File: config.mk
export PLATFORM = sky130hd
export DESIGN_NAME = up_control
export DESIGN_NICKNAME = d
export VERILOG_FILES = /design/src/rtl/up_pkg.sv /design/src/rtl/up_decode.sv /design/src/rtl/up_control.sv
export SDC_FILE = /design/constraint.sdc
export NUM_CORES = 1
export LEC_CHECK = 0
export CAP_MARGIN = 20
export CORE_MARGIN = 1
export CORE_UTILIZATION = 49
export DETAILED_ROUTE_END_ITERATION = 6
export GPL_TIMING_DRIVEN = 0
export PLACE_DENSITY = 0.84
export SLEW_MARGIN = 20
export SYNTH_ARGS = -nofsm -noshare
export SYNTH_HDL_FRONTEND = slang
export SYNTH_SLANG_ARGS = --single-unit
File: constraint.sdc
create_clock -name clk -period 4.42 [get_ports clk]
set_input_delay 0.663 -clock clk [delete_from_list [all_inputs] [get_ports clk]]
set_output_delay 0.663 -clock clk [all_outputs]
set_load 0.01 [all_outputs]
File: src/rtl/up_pkg.sv
// rtl/up_pkg.sv - shared opcode, ALU-op, register-select and state encodings for the 8-bit micro
package up_pkg;

  // Instruction opcodes (first nibble)
  localparam logic [3:0] OP_ADD  = 4'h0;
  localparam logic [3:0] OP_XOR  = 4'h6;
  localparam logic [3:0] OP_MOV  = 4'h7;
  localparam logic [3:0] OP_LD   = 4'h8;
  localparam logic [3:0] OP_JMP  = 4'h9;
  localparam logic [3:0] OP_JZ   = 4'hA;
  localparam logic [3:0] OP_SPI  = 4'hB;
  localparam logic [3:0] OP_SPD  = 4'hC;
  localparam logic [3:0] OP_HALT = 4'hF;

  // ALU operations driven on a_op; opcodes 0x0-0x6 map straight onto these
  localparam logic [3:0] ALU_ADD = 4'd0;
  localparam logic [3:0] ALU_SUB = 4'd1;
  localparam logic [3:0] ALU_AND = 4'd2;
  localparam logic [3:0] ALU_OR  = 4'd3;
  localparam logic [3:0] ALU_XOR = 4'd6;
  localparam logic [3:0] ALU_B   = 4'd7;

  // Register write selects: bit2 clear takes data_in, bit2 set takes the ALU result
  localparam logic [2:0] SEL_I0 = 3'b000;
  localparam logic [2:0] SEL_I1 = 3'b001;
  localparam logic [2:0] SEL_I2 = 3'b010;
  localparam logic [2:0] SEL_I3 = 3'b011;
  localparam logic [2:0] SEL_O0 = 3'b100;
  localparam logic [2:0] SEL_O1 = 3'b101;
  localparam logic [2:0] SEL_O2 = 3'b110;
  localparam logic [2:0] SEL_O3 = 3'b111;

  typedef enum logic [2:0] {
    S_FETCH  = 3'd0,
    S_INC    = 3'd1,
    S_FETCH2 = 3'd2,
    S_INC2   = 3'd3,
    S_EXEC   = 3'd4,
    S_MEM    = 3'd5,
    S_TEST   = 3'd6,
    S_HALT   = 3'd7
  } state_t;

  // Write select for register r taking the ALU result
  function automatic logic [2:0] sel_alu(input logic [1:0] r);
    return {1'b1, r};
  endfunction

  // Write select for register r taking memory data
  function automatic logic [2:0] sel_mem(input logic [1:0] r);
    return {1'b0, r};
  endfunction

endpackage

File: src/rtl/up_decode.sv
// rtl/up_decode.sv - combinational opcode classifier
module up_decode
  import up_pkg::*;
(
  input  logic [3:0] op,
  output logic       two_nibble,
  output logic       is_alu,
  output logic       is_ld,
  output logic       is_jmp,
  output logic       is_jz,
  output logic       is_halt
);

  // Opcodes up to JZ carry an operand nibble; ALU group is ADD..XOR (MOV handled apart)
  always_comb begin
    two_nibble = (op <= OP_JZ);
    is_alu     = (op >= OP_ADD) && (op <= OP_XOR);
    is_ld      = (op == OP_LD);
    is_jmp     = (op == OP_JMP);
    is_jz      = (op == OP_JZ);
    is_halt    = (op == OP_HALT);
  end

endmodule

File: src/rtl/up_control.sv
// rtl/up_control.sv - hard-wired control FSM sequencing fetch, decode and execute
module up_control
  import up_pkg::*;
(
  input  logic       clk,
  input  logic       rst,
  input  logic [3:0] ir,
  input  logic [7:0] dp_data_out,
  input  logic       mem_ack,
  output logic       mem_rd,
  output logic       a_sel_in_a,
  output logic       a_sel_in_b,
  output logic [3:0] a_op,
  output logic       ir_we,
  output logic       pc_we,
  output logic       sp_we,
  output logic       rb_we,
  output logic [1:0] rb_sel_out_a,
  output logic [1:0] rb_sel_out_b,
  output logic [2:0] rb_sel_in,
  output logic       halted
);

  state_t     state;
  state_t     next_state;
  logic [3:0] op_q;
  logic [1:0] ra;
  logic [1:0] rb;

  logic [3:0] dec_op;
  logic       two_nibble;
  logic       is_alu;
  logic       is_ld;
  logic       is_jmp;
  logic       is_jz;
  logic       is_halt;

  // In INC the opcode is still on ir (op_q loads at the end of that cycle)
  assign dec_op = (state == S_INC) ? ir : op_q;

  up_decode u_decode (
    .op         (dec_op),
    .two_nibble (two_nibble),
    .is_alu     (is_alu),
    .is_ld      (is_ld),
    .is_jmp     (is_jmp),
    .is_jz      (is_jz),
    .is_halt    (is_halt)
  );

  // State register plus opcode/operand latches
  always_ff @(posedge clk) begin
    if (rst) begin
      state <= S_FETCH;
      op_q  <= 4'd0;
      ra    <= 2'd0;
      rb    <= 2'd0;
    end else begin
      state <= next_state;
      if (state == S_INC) begin
        op_q <= ir;
      end
      if (state == S_INC2) begin
        ra <= ir[3:2];
        rb <= ir[1:0];
      end
    end
  end

  // Next-state and control strobes; everything held at 0 while rst is high
  always_comb begin
    next_state   = state;
    mem_rd       = 1'b0;
    a_sel_in_a   = 1'b0;
    a_sel_in_b   = 1'b0;
    a_op         = ALU_ADD;
    ir_we        = 1'b0;
    pc_we        = 1'b0;
    sp_we        = 1'b0;
    rb_we        = 1'b0;
    rb_sel_out_a = 2'd0;
    rb_sel_out_b = 2'd0;
    rb_sel_in    = SEL_I0;
    halted       = 1'b0;
    if (!rst) begin
      case (state)
        S_FETCH, S_FETCH2: begin
          // PC passes through the ALU onto the address bus
          a_op   = ALU_B;
          mem_rd = 1'b1;
          ir_we  = mem_ack;
          if (mem_ack) begin
            next_state = (state == S_FETCH) ? S_INC : S_INC2;
          end
        end
        S_INC, S_INC2: begin
          // pc <= pc + r0, r0 being the architectural constant 1
          a_op         = ALU_ADD;
          a_sel_in_a   = 1'b1;
          rb_sel_out_a = 2'd0;
          pc_we        = 1'b1;
          if (state == S_INC) begin
            if (is_halt)         next_state = S_HALT;
            else if (two_nibble) next_state = S_FETCH2;
            else                 next_state = S_EXEC;
          end else begin
            if (is_ld)      next_state = S_MEM;
            else if (is_jz) next_state = S_TEST;
            else            next_state = S_EXEC;
          end
        end
        S_EXEC: begin
          next_state = S_FETCH;
          if (is_alu) begin
            a_op         = op_q;
            a_sel_in_a   = 1'b1;
            a_sel_in_b   = 1'b1;
            rb_sel_out_a = ra;
            rb_sel_out_b = rb;
            rb_sel_in    = sel_alu(ra);
            rb_we        = (ra != 2'd0);
          end else if (op_q == OP_MOV) begin
            a_op         = ALU_B;
            a_sel_in_b   = 1'b1;
            rb_sel_out_b = rb;
            rb_sel_in    = sel_alu(ra);
            rb_we        = (ra != 2'd0);
          end else if (is_jmp || is_jz) begin
            a_op         = ALU_B;
            a_sel_in_b   = 1'b1;
            rb_sel_out_b = rb;
            pc_we        = 1'b1;
          end else if (op_q == OP_SPI || op_q == OP_SPD) begin
            a_op         = (op_q == OP_SPI) ? ALU_ADD : ALU_SUB;
            a_sel_in_a   = 1'b0;
            a_sel_in_b   = 1'b1;
            rb_sel_out_b = 2'd0;
            sp_we        = 1'b1;
          end
        end
        S_MEM: begin
          // Address is register rb; data_in lands in ra on ack
          a_op         = ALU_B;
          a_sel_in_b   = 1'b1;
          rb_sel_out_b = rb;
          mem_rd       = 1'b1;
          rb_sel_in    = sel_mem(ra);
          if (mem_ack) begin
            rb_we      = (ra != 2'd0);
            next_state = S_FETCH;
          end
        end
        S_TEST: begin
          a_op         = ALU_B;
          a_sel_in_b   = 1'b1;
          rb_sel_out_b = ra;
          next_state   = (dp_data_out == 8'd0) ? S_EXEC : S_FETCH;
        end
        S_HALT: begin
          halted = 1'b1;
        end
        default: next_state = S_FETCH;
      endcase
    end
  end

endmodule

==> summary.txt, run 1 <==
vias in the first global route = 1,087
Hold Path Origin = rb[1]$_SDFFE_PP0P_
Async SR Flop Fraction = 0
startpoint types = primary input
area share of the largest cell type after synthesis = 0.2083
# hold bufs at CTS = 0
minimum clock period = 3.568 ns
hold path cells = 2
fin. max-slew vios = 0
skew final = 0.006522 ns
Initial DRC Count = 34
area leader, netlist = dfxtp_1
die span in y = 48.45 um
Worst Path Required = 3.76 ns
R2R Path Start = state[0]$_SDFFE_PP0P_
starting density of the core = 0.5281
drc violations = 0
area growth from synthesis to layout = 33.14%
worst-margin pin slew = 0.5341 ns
Final HPWL DP = 2258 um
Post-Layout Inst Area = 1408 sq um
CP endpoint kind = output port
DRT Pass-1 Iters = 4
Via Count = 1,183
H-tree depth reported by CTS = 1
ant diodes = 0
unrepaired setup endpoints after global routing = false
core area = 2002 sq um
combinational power share = 0.436
placed cell count = 201
Net count, final = 194
Final Util = 0.7031
Post-synth EDFFs = 0
met2 WL post-DR = 1431 um
Total GRT Usage = 0.2590
ANT nets after route = 0
final-report setup violation count = 0
Die ar. = 2347 sq um
setup TNS = 0 ns
PnR Total Power = 0.3244 mW
Max-cap violations = 0
sequential fraction of design power = 0.341
Max VDD drop = 218.0 uV
CTS tree = yes
largest net degree at the start of global routing = 11
Cells after Synth = 145
Tcrit/Tclk final = 0.8072
via density per instance = 5.771
placed inst area = 1381 sq um
Die X = 48.45 um
fmax = 280.3 MHz
Slew headroom = 0.6412
Rows = 16
outcome = completed
reg-to-reg slack, setup = 2.59 ns
# fillers = 173
sequential area share after synthesis = 0.2083
Hold Vio Cnt, Final = 0
Worst Path Arrival = 2.90 ns
fin cells = 205
Post-synth top flop = dfxtp_1
PwrDens = 230.4 nW/um^2
cell internal pwr = 0.2016 mW
Top Layer Used = met4
Met1 Wirelength = 1288 um
wire length on met3 = 169 um
switching pwr = 0.1227 mW
setup bufs post-CTS = 0
clock network fraction of design power = 0.223
share of layout cells above drive strength 1 = 0.1011
leakage = 0.5362 nW
Synthesized Nets = 160
CTS root buf = clkbuf_4
Synth Register Bits = 11
Sw Ratio = 0.3784
post-synthesis cell type count = 48
gpl congestion = 0.8414
CTS sink cnt = 11
worst hold path class = flip-flop to flip-flop
Mean Syn Cell Area = 7.291 sq um
Wirelength per Cell = 14.23 um
# resized after CTS = 0
hold path endpoint = rb[1]$_SDFFE_PP0P_
R2R depth = 6
number of port buffers = 29
top cells by area, synth = dfxtp_1 (21%), a21oi_1 (5.2%), nand2_1 (5.0%)
critical path type = primary input to output port
CTS buffer count = 3
Ys Warns = 0
crit path max fanout = 8
top-level I/O count = 34
initial antenna violation count = 0
CTS max path bufs = 2
post-synth design cell area = 1057 sq um
Clock transition at path regs = 0.08 ns
grt ovf = 0
clk_lat worst skew = 0.28 ns
final WL = 2917 um
first-pass GRT wire length = 4836 um
r2r endpoint = state[1]$_SDFFE_PP0P_
placed cells by master, fill, tap and decap left out, types with 2 or more instances in the layout:
cell             synthesis  routed
a21oi_1                 11      11
nand2b_1                 2       2
inv_1                    4       4
buf_2                    5       5
nor2_1                  14      14
and2_1                   3       3
o21ai_1                  4       4
clkbuf_1                 6       7
a31oi_1                  3       3
nor3_1                   4       4
clkdlybuf4s50_1          0      29
nor4b_1                  2       2
dfxtp_1                 11      11
nor2b_1                  4       4
mux2i_1                  5       5
nand2_1                 14      14
nor3b_1                  3       3
and3_1                   3       3
clkbuf_4                 0       3
o21ai_0                  7       7
buf_4                    2       2
nor4_1                   5       5
xnor2_1                  2       2
nand3_1                  5       5
worst max-delay path, cell delays in order:
cell             delay [ns]
clkdlybuf4s50_1        0.57
o211a_1                0.30
a211oi_2               0.30
nor3_1                 0.18
o41ai_2                0.31
clkdlybuf4s50_1        0.58
cell usage after synthesis (all sizes together), types with 2 or more instances:
library cell and count:
o211ai 2, a211oi 2, nor3 4, o21ai 11, a31oi 3, inv 4
nor2 14, nand3 5, and2 3, nor4b 3, a21oi 11, mux2i 5
dfxtp 11, nor3b 4, clkbuf 6, buf 8, nand2 14, nor4 6
and3 3, nor2b 4, xnor2 2, nand2b 2
final cells by class:
class,count,area (sq um),area share
inverters,4,15.01,0.01067
well taps,27,33.78,0.02400
repair buffers,29,290.3,0.2062
multi-input cells,116,748.2,0.5316
plain buffers,14,73.82,0.05244
flip-flops and latches,11,220.2,0.1564
clock buffers,4,26.28,0.01867
metal layers:
layer / vias up / GRT usage
li1: 586 / -
met4: 0 / 0.05882
met3: 4 / 0.01887
met2: 48 / 0.4601
met1: 545 / 0.3411
met5: - / 0
how the worst max path moves through the flow:
| stage | from | to | slack, ns | cells past startpoint |
|---|---|---|---|---|
| finish | ir[3] | rb_sel_out_b[1] | 0.85 | 6 |
| global route | ir[3] | rb_sel_out_b[1] | 0.81 | 6 |
| CTS | ir[3] | rb_sel_out_b[1] | 0.90 | 6 |
| detailed placement | ir[3] | rb_sel_out_b[1] | 0.91 | 6 |
| global placement | ir[3] | rb_sel_out_b[1] | 0.94 | 6 |
| floorplan | ir[2] | rb_sel_out_b[1] | 1.91 | 5 |
state kept, by name, indices dropped and copies added (netlist names):
| signal | cells |
|---|---|
| op_q | 4 |
| rb | 2 |
| ra | 2 |
| state | 3 |
cell families (layout without fill, tap and decap cells):
logic type             Yosys count  after routing  synth area share
AND/OR/NAND/NOR                 70             70            0.3929
AO/OA/AOI/OAI                   37             37            0.2391
buffers and inverters           18             51           0.08401
flip-flops                      11             11            0.2083
multiplexers                     5              5           0.04734
XOR/XNOR                         3              3           0.02486
other                            1              1          0.003547
power by group through the flow:
stage	Combinational [mW]	Sequential [mW]	Clock (mW)
6_report	0.141	0.110	0.0725
5_1_grt	0.152	0.111	0.0751
4_1_cts	0.139	0.110	0.0709
3_5_place_dp	0.139	0.113	0
3_3_place_gp	0.136	0.112	0
2_1_floorplan	0.0929	0.111	0
stage by stage:
step / setup WS, ns / hold WS, ns
3_5_place_dp: 0.9140 / 0.4905
2_1_floorplan: 1.911 / 0.4634
3_3_place_gp: 0.9364 / 0.4840
4_1_cts: 0.8956 / 0.5103
6_report: 0.8523 / 0.5118
5_1_grt: 0.8117 / 0.5696
No activity file was read; power rests on OpenSTA's default activity.
==> run 2, diff against run 1 <==
--- a/config.mk
+++ b/config.mk
@@ -7,10 +7,10 @@
 export LEC_CHECK = 0
 export CAP_MARGIN = 20
 export CORE_MARGIN = 1
-export CORE_UTILIZATION = 49
+export CORE_UTILIZATION = 41
 export DETAILED_ROUTE_END_ITERATION = 6
 export GPL_TIMING_DRIVEN = 0
-export PLACE_DENSITY = 0.84
+export PLACE_DENSITY = 0.75
 export SLEW_MARGIN = 20
 export SYNTH_ARGS = -nofsm -noshare
 export SYNTH_HDL_FRONTEND = slang
==> constraint.sdc (replaced) <==
create_clock -name clk -period 3.2 [get_ports clk]
set_input_delay 0.48 -clock clk [delete_from_list [all_inputs] [get_ports clk]]
set_output_delay 0.48 -clock clk [all_outputs]
set_load 0.01 [all_outputs]
==> run 2 against run 1 <==
Against the previous run:
- global-route usage decreased by 2.8 points
- design area increased by 1.1%
- via count decreased by 1.9%
- sequential power increased by 39%
- highest routed layer unchanged
==> summary.txt, run 2 (synthesized netlist as in run 1, its figures left out) <==
outcome = completed
startpoint types = primary input
fmax = 325.1 MHz
placed cell count = 204 (+1.5%)
max incr delay on CP = 0.59 ns (about the same)
R2R depth = 6 (unchanged)
CTS max path bufs = 2 (unchanged)
crit-path cells = clkdlybuf4s50_1, o21bai_1, a211oi_4, nor3_1, o41ai_2, clkdlybuf4s50_1
Via Count = 1,160 (-1.9%)
initial antenna violation count = 0 (unchanged)
leakage = 0.5479 nW (+2.2%)
Hold Path Origin = rst
commonest non-fill, non-tap cell in the layout = clkdlybuf4s50_1
Net count, final = 194 (unchanged)
Die X = 52.78 um (+8.9%)
CP endpoint kind = output port
CTS sink cnt = 11 (unchanged)
gpl congestion = 0.8675 (+3.1%)
Reg with most FFs = op_q
ant diodes = 0 (unchanged)
hold path cells = 2 (unchanged)
unrepaired setup endpoints after global routing = false
CTS tree = yes
critical path type = primary input to output port
Largest register FFs = 4 (unchanged)
H-tree depth reported by CTS = 1 (unchanged)
reg-to-reg slack, setup = 1.41 ns (-1.18 ns)
worst-margin pin slew = 0.5317 ns (-0.002403 ns)
R2R Path Start = state[0]$_SDFFE_PP0P_
setup bufs post-CTS = 0 (unchanged)
PnR Total Power = 0.4443 mW (+37%)
Final WS setup = 0.1236 ns (-0.7287 ns)
ANT nets after route = 0 (unchanged)
Worst Path Arrival = 2.60 ns (-0.30 ns)
clk_lat worst skew = 0.28 ns (about the same)
# hold bufs at CTS = 0 (unchanged)
first-pass GRT wire length = 4747 um (-1.8%)
fin cells = 208 (+1.5%)
starting density of the core = 0.4307 (-0.09744)
Final Util = 0.5795 (-0.1236)
placed inst area = 1385 sq um (+0.27%)
PwrDens = 312.3 nW/um^2 (+36%)
via density per instance = 5.577 (-3.4%)
Initial DRC Count = 39 (+15%)
top-level I/O count = 34 (unchanged)
setup TNS = 0 ns (unchanged)
vias in the first global route = 1,075 (-1.1%)
share of layout cells above drive strength 1 = 0.1067 (+0.005618)
grt ovf = 0 (unchanged)
Final HPWL DP = 2201 um (-2.5%)
final WL = 2872 um (-1.5%)
dpl ws = 0.06903 ns (-0.8449 ns)
number of port buffers = 29 (unchanged)
final-report setup violation count = 0 (unchanged)
hold path endpoint = state[2]$_SDFFE_PP0P_
Max-cap violations = 0 (unchanged)
Worst Path Required = 2.72 ns (-1.04 ns)
worst hold path class = primary input to flip-flop
die span in y = 52.78 um (+8.9%)
Clock transition at path regs = 0.08 ns (about the same)
fin. max-slew vios = 0 (unchanged)
Post-Layout Inst Area = 1423 sq um (+1.1%)
Slew headroom = 0.6428 (+0.001615)
DRT Pass-1 Iters = 4 (unchanged)
skew final = 0.008035 ns (+0.001513 ns)
Largest regs = op_q (4), state (3)
Die ar. = 2786 sq um (+19%)
Hold Slack = 0.4920 ns (-0.01971 ns)
Rows = 18 (+2)
Tcrit/Tclk final = 0.9614
commonest cells after routing, fill and taps aside = clkdlybuf4s50_1 (28), nor2_1 (14), nand2_1 (14)
minimum clock period = 3.076 ns
Hold Vio Cnt, Final = 0 (unchanged)
CTS buffer count = 3 (unchanged)
slowest stage cell, crit path = clkdlybuf4s50_1
CTS root buf = clkbuf_4
r2r endpoint = state[1]$_SDFFE_PP0P_
drc violations = 0 (unchanged)
largest net degree at the start of global routing = 11 (unchanged)
core area = 2455 sq um (+23%)
crit path max fanout = 7 (-1)
Total GRT Usage = 0.2305 (-0.02843)
Max VDD drop = 254.8 uV (+17%)
Wirelength per Cell = 13.81 um (-3.0%)
cell mode on critical path = clkdlybuf4s50_1
area growth from synthesis to layout = 34.56%
[run 2: cell count changes in the layout (fill, tap and decap cells not counted), sizes merged]
cell           before  now
clkinv              0    1
dlymetal6s2s        0    1
clkbuf             10    9
clkdlybuf4s50      29   28
[run 2: worst max-delay path: cells and delay by family]
family | cells | cell delay (ns)
buffers and inverters | 2 | 1.17
AO/OA/AOI/OAI | 3 | 0.78
AND/OR/NAND/NOR | 1 | 0.16
[run 2: per-layer routing]
metal / track usage / share of wire / vias to the layer above / wire length (um)
met5: 0 / 0 / - / 0
met4: 0.1053 / 0.015 / 0 / 44
met3: 0.01449 / 0.034 / 5 / 99
met2: 0.3734 / 0.50 / 25 / 1445
met1: 0.3081 / 0.45 / 547 / 1282
li1: - / - / 583 / -
[run 2: how the worst max path moves through the flow]
stage | endpoint | from | slack (ns) | cells after the start
2_1_floorplan | rb_sel_out_b[1] | ir[2] | 1.06 | 5
3_3_place_gp | rb_sel_out_b[1] | ir[3] | 0.07 | 6
3_5_place_dp | rb_sel_out_b[1] | ir[3] | 0.07 | 6
4_1_cts | rb_sel_out_b[1] | ir[3] | 0.05 | 6
5_1_grt | a_op[0] | state[2]$_SDFFE_PP0P_ | 0.02 | 6
6_report | rb_sel_out_b[1] | ir[1] | 0.12 | 6
[run 2: repair_timing]
item                                    CTS  global route
endpoints found under the setup margin    0             1
hold endpoints to repair                  0             0
gates resized for setup                   0             2
[run 2: power breakdown]
| part | internal, mW | switching [mW] | total, mW |
|---|---|---|---|
| Clock | 0.0465 | 0.0516 | 0.0981 |
| Sequential | 0.147 | 0.00645 | 0.153 |
| Combinational | 0.0841 | 0.109 | 0.193 |
[run 2: cell type report]
type | count | area (sq um)
clock buffer | 3 | 22.52
timing repair buffer | 29 | 292.8
fill | 236 | 1032
inverter | 4 | 15.01
buffer | 14 | 73.82
clock inverter | 1 | 5.005
sequential | 11 | 220.2
tap | 30 | 37.54
multi-input combinational | 116 | 755.7
==> run 3, diff against run 2 <==
--- a/config.mk
+++ b/config.mk
@@ -10,6 +10,7 @@
 export CORE_UTILIZATION = 41
 export DETAILED_ROUTE_END_ITERATION = 6
 export GPL_TIMING_DRIVEN = 0
+export MAX_ROUTING_LAYER = met4
 export PLACE_DENSITY = 0.75
 export SLEW_MARGIN = 20
 export SYNTH_ARGS = -nofsm -noshare
==> results of run 3 <==
Same layout as run 2: the final DEF is identical, and so are final timing and power.
Among the figures that moved: final weighted congestion in routability-driven placement 0.8675 -> 0.8817; overall routing resource usage 0.2305 -> 0.2365
